**src/rtl/ride_event_tx.sv**
```systemverilog
// ride_event_tx: detects ride FSM snapshot changes, queues event bytes and
// sends them as 8E1 UART frames to the operator console.
module ride_event_tx #(
  parameter int CLKS_PER_BIT = 16,
  parameter int FIFO_DEPTH = 4
) (
  input  logic       clk,
  input  logic       rst_n,
  input  logic [1:0] state,
  input  logic       alarm,
  input  logic [2:0] fault_code,
  input  logic       ovf_clr,
  output logic       tx,
  output logic       tx_busy,
  output logic       overflow
);
  localparam int AW = $clog2(FIFO_DEPTH);
  localparam logic [AW:0] DEPTH = (AW+1)'(FIFO_DEPTH);
  localparam logic [7:0] CMAX = 8'(CLKS_PER_BIT - 1);
  typedef enum logic [2:0] {IDLE, START, DATA, PARITY, STOP} tx_state_t;
  tx_state_t tx_st, tx_st_n;
  logic [5:0] snap, last_snap;
  logic [1:0] seq;
  logic [7:0] mem [FIFO_DEPTH];
  logic [AW-1:0] wp, rp;
  logic [AW:0] count;
  logic [7:0] shreg, cnt;
  logic [2:0] bit_idx, bit_n;
  logic evt, full, empty, pop, push, drop, last, tx_n;
  assign snap = {alarm, state, fault_code};
  assign evt = snap != last_snap;
  assign full = count == DEPTH;
  assign empty = count == '0;
  assign last = cnt == CMAX;
  assign push = evt && (!full || pop);
  assign drop = evt && full && !pop;
  assign tx_busy = tx_st != IDLE;
  assign bit_n = (tx_st == DATA && last) ? bit_idx + 3'd1 : bit_idx;
  // tx is computed from the next state so the line is registered and glitch-free
  always_comb begin
    tx_st_n = tx_st;
    pop = 1'b0;
    case (tx_st)
      IDLE: begin
        pop = !empty;
        if (!empty) tx_st_n = START;
      end
      START: if (last) tx_st_n = DATA;
      DATA: if (last && bit_idx == 3'd7) tx_st_n = PARITY;
      PARITY: if (last) tx_st_n = STOP;
      STOP: begin
        pop = last && !empty;
        if (last) tx_st_n = empty ? IDLE : START;
      end
      default: tx_st_n = IDLE;
    endcase
    tx_n = tx_st_n == START ? 1'b0 : tx_st_n == DATA ? shreg[bit_n] : tx_st_n == PARITY ? ^shreg : 1'b1;
  end
  always_ff @(posedge clk) if (push) mem[wp] <= {snap, seq};
  always_ff @(posedge clk or negedge rst_n) begin
    if (!rst_n) begin
      tx_st <= IDLE;
      tx <= 1'b1;
      overflow <= 1'b0;
      last_snap <= '0;
      seq <= '0;
      wp <= '0;
      rp <= '0;
      count <= '0;
      shreg <= '0;
      cnt <= '0;
      bit_idx <= '0;
    end else begin
      tx_st <= tx_st_n;
      tx <= tx_n;
      overflow <= drop ? 1'b1 : ovf_clr ? 1'b0 : overflow;
      if (evt) last_snap <= snap;
      if (push) begin
        seq <= seq + 2'd1;
        wp <= wp + 1'b1;
      end
      if (pop) rp <= rp + 1'b1;
      count <= count + (AW+1)'(push) - (AW+1)'(pop);
      if (pop) begin
        shreg <= mem[rp];
        cnt <= '0;
        bit_idx <= '0;
      end else if (tx_st != IDLE) begin
        cnt <= last ? 8'd0 : cnt + 8'd1;
        if (tx_st == DATA && last) bit_idx <= bit_idx + 3'd1;
      end
    end
  end
endmodule
```
**config.mk**
```make
export PLATFORM = sky130hd
export DESIGN_NAME = ride_event_tx
export DESIGN_NICKNAME = d
export VERILOG_FILES = /design/src/rtl/ride_event_tx.sv
export SDC_FILE = /design/constraint.sdc
export NUM_CORES = 1
export LEC_CHECK = 0
export CAP_MARGIN = 20
export CORE_UTILIZATION = 53
export CTS_CLUSTER_DIAMETER = 30
export DETAILED_ROUTE_END_ITERATION = 10
export PLACE_DENSITY = 0.71
export SLEW_MARGIN = 20
export SYNTH_ARGS = -nofsm -noshare
export SYNTH_HDL_FRONTEND = slang
export SYNTH_SLANG_ARGS = --single-unit
```
**constraint.sdc**
```tcl
create_clock -name clk -period 6.3 [get_ports clk]
set_clock_uncertainty 0.05 [all_clocks]
set_input_delay 1.26 -clock clk [delete_from_list [all_inputs] [get_ports clk]]
set_output_delay 1.26 -clock clk [all_outputs]
set_load 0.02 [all_outputs]
```
==> impl_metrics.csv <==
group,metric,value,unit
synthesis,synthMuxAreaShare,0.0958,
setup_path,arrival,3910,ps
floorplanning,dieArea,6430,um^2
clocking,cts_made_buffers,9,
synthesis,synth_cell_types,43,
routing,wl_per_cell,15.4,um
routing,first_pass_iters,4,
synthesis,ys_async_sr_fraction,0.549,
synthesis,synth_nets,259,
clocking,ctsResizeCount,0,
place,dp_hpwl,3.45,mm
synthesis,syn_area,3240,um^2
floorplanning,start_util,0.547,
setup_path,required,6460,ps
power,peakVddDrop,0.286,mV
floorplanning,io_pins,12,
synthesis,ys_seq_area_frac,0.599,
floorplanning,die_width,80.2,um
routing,vias_per_cell,5.39,
global_routing,grt_first_pass_wirelength,8.61,mm
setup_path,path_max_fanout,8,
floorplanning,die_h,80.2,um
place,dp_cells,314,
synthesis,synth_largest_area_cell,"edfxtp_1",
sta,setup_violations,0,
synthesis,synthAdderAreaFrac,0.0410,
sta,holdWs,467,ps
synthesis,synth_top_cell_area_share,0.297,
sta,hold_viol_final,0,
routing,routed_wl,5.09,mm
sta,period_needed,3750,ps
synthesis,synth_area_leaders,"edfxtp_1 30%, dfrtp_1 29%, mux4_2 7.7%",
cells_and_area,insertedDiodeCount,0,
global_routing,gr-total-overflow,0,
global_routing,antenna_found_initial,0,
setup_path,cp_slowest_cell,"clkdlybuf4s50_1",
synthesis,synthSimpleGateAreaFrac,0.112,
global_routing,grtUsageTotal,0.184,
synthesis,yosys_warnings,0,
place,globalplace.congestion,0.756,
routing,drc,0,
synthesis,yosys_register_bits,71,
flow_run,maxCapViolCount,0,
synthesis,syn_inst,240,
global_routing,grt_max_degree,40,
clocking,postCtsSetupBuffers,0,
clocking,cts_tree,"done",
min_path,min_path_type,"reg2reg",
cells_and_area,fillerInstances,454,
synthesis,synth_edf_count,32,
sta,rsz0062_at_grt,"no",
sta,finalSetupTns,0,ps
synthesis,synthFlopType,"dfrtp_1",
setup_path,crit_path_end_kind,"flip-flop",
clocking,clk_pin_slew,80,ps
floorplanning,coreArea,5920,um^2
clocking,clock_tree.root_cell,"clkbuf_8",
synthesis,synth_area_per_cell,13.5,um^2
clocking,clk_latency,330,ps
synthesis,synth-xor-area-share,0.0730,
cells_and_area,drive_above_1_share,0.149,
place,numPortBuffers,11,
routing,ant_nets,0,
status,status,"complete, no violations",
sta,tightest_slew,885,ps
clocking,clockBufferDepth,2,
sta,clock.fmax,267,MHz
setup_path,crit_path_start_kind,"input pin",
routing,vias,1779,
power,p_leak,0.00146,uW
synthesis,synth_most_common_cell,"dfrtp_1",
setup_path,path_class,"in2reg",
cells_and_area,layoutNonFillerInstCount,330,
sta,slew_headroom,0.410,
synthesis,synthTopCellsByCount,"38 x dfrtp_1, 33 x nand2_1, 32 x edfxtp_1, 17 x xnor2_1, 14 x inv_1",
sta,maxSlewViolCount,0,
global_routing,grt_pass1_vias,1770,
sta,finalCritPeriodShare,0.595,
clocking,cts_hold_buf,0,
setup_path,critical_path.max_stage_delay,580,ps
power,p_per_area,490,nW/um^2
setup_path,cp_cell_sequence,"clkdlybuf4s50_1 -> xnor2_1 -> nand4_1 -> nor3_1 -> a31oi_4 -> inv_1 -> ha_1 -> inv_1 -> ha_1 -> inv_1 -> fa_1 -> xnor2_1 -> xnor2_1",
floorplanning,placementRows,28,
synthesis,synth_top_family_by_area,"simple AND/OR/NAND/NOR gates",
clocking,htreeDepth,3,
routing,first_iter_violations,77,
clocking,cts_sinks,71,
cells_and_area,syn_to_final_growth,11.2,%
cells_and_area,nets,269,
synthesis,synth_compound_area_frac,0.0456,
flip-flops by register name (all words and copies together), names as in the netlist:
register and flops:
mem 32, cnt 8, shreg 8, last_snap 6
bit_idx 3, count 3, tx_st 3, rp 2
seq 2, wp 2, overflow 1, tx 1
worst paths after layout:
check / startpoint / end / slack [ps] / depth (start not counted)
max: fault_code[1] / count[2] / 2550 / 13
min: seq[0] / mem[1][0] / 470 / 0
max reg2reg: cnt[0] / count[2] / 2860 / 12
min reg2reg: seq[0] / mem[1][0] / 470 / 0
max in group asynchronous: rst_n / last_snap[3] / 4650 / 1
min in group asynchronous: rst_n / cnt[0] / 990 / 1
critical path, delay by kind of cell:
family | cells | cell delay [ps]
AOI/OAI and AO/OA | 1 | 120
xor gates and xnor gates | 3 | 430
adders and majority gates | 3 | 710
buffers and inverters | 4 | 760
and+or+nand+nor | 2 | 630
power breakdown:
group / leakage [uW] / internal, uW / switching, uW
clock network: 0.000114 / 224 / 173
registers: 0.000778 / 679 / 139
logic: 0.000564 / 281 / 267
total: 0.00146 / 1180 / 580
routing by layer:
metal  vias to the layer above  track usage  routed length (um)
li1                        867            -                   -
met1                       887        0.240                2430
met2                        19        0.299                2500
met3                         6       0.0409                 101
met4                         0       0.0750                  51
met5                         -            0                   0
through the flow:
stage	total power [uW]	util	setup slack [ps]	instance area, um^2
5_1_grt	1890	0.608	2380	3600
3_5_place_dp	1390	0.571	2170	3380
6_report	1760	0.608	2550	3600
3_3_place_gp	1370	0.571	2330	3380
4_1_cts	1780	0.608	2550	3600
2_1_floorplan	1240	-	3070	3240
cell families after synthesis:
| group | count (synthesis) |
|---|---|
| multiplexers | 17 |
| buffers and inverters | 26 |
| adder cells (fa/ha/maj) | 10 |
| flip-flops | 71 |
| AND/OR/NAND/NOR | 71 |
| AO/OA/AOI/OAI | 18 |
| XOR/XNOR | 27 |
placed cells by master (no fill, tap or decap), drive strengths merged, types with 2 or more instances in the layout:
cell,synthesis,final
mux2i,4,4
nand4,3,3
xor2,10,10
edfxtp,32,32
inv,14,15
clkinv,0,4
bufinv,0,2
a211oi,2,2
and3,2,2
ha,9,9
nand2,33,33
a31oi,2,2
and2,5,5
dfrtp,38,38
nor2,10,10
nand3,6,6
mux4,11,11
a21oi,5,5
xnor2,17,17
clkdlybuf4s50,0,10
clkbuf,7,9
mux2,2,2
o22ai,2,2
nor3,5,5
layout make-up:
cell class                      count  area (um^2)  area share
Sequential cell                    71         1940       0.538
Multi-Input combinational cell    143         1190       0.331
Clock buffer                        9          124      0.0344
Timing Repair Buffer               11          105      0.0292
Clock inverter                      7         96.3      0.0268
Tap cell                           75         93.8      0.0261
Inverter                           14         52.6      0.0146
Note: power is estimated with default switching activity, not from simulation.
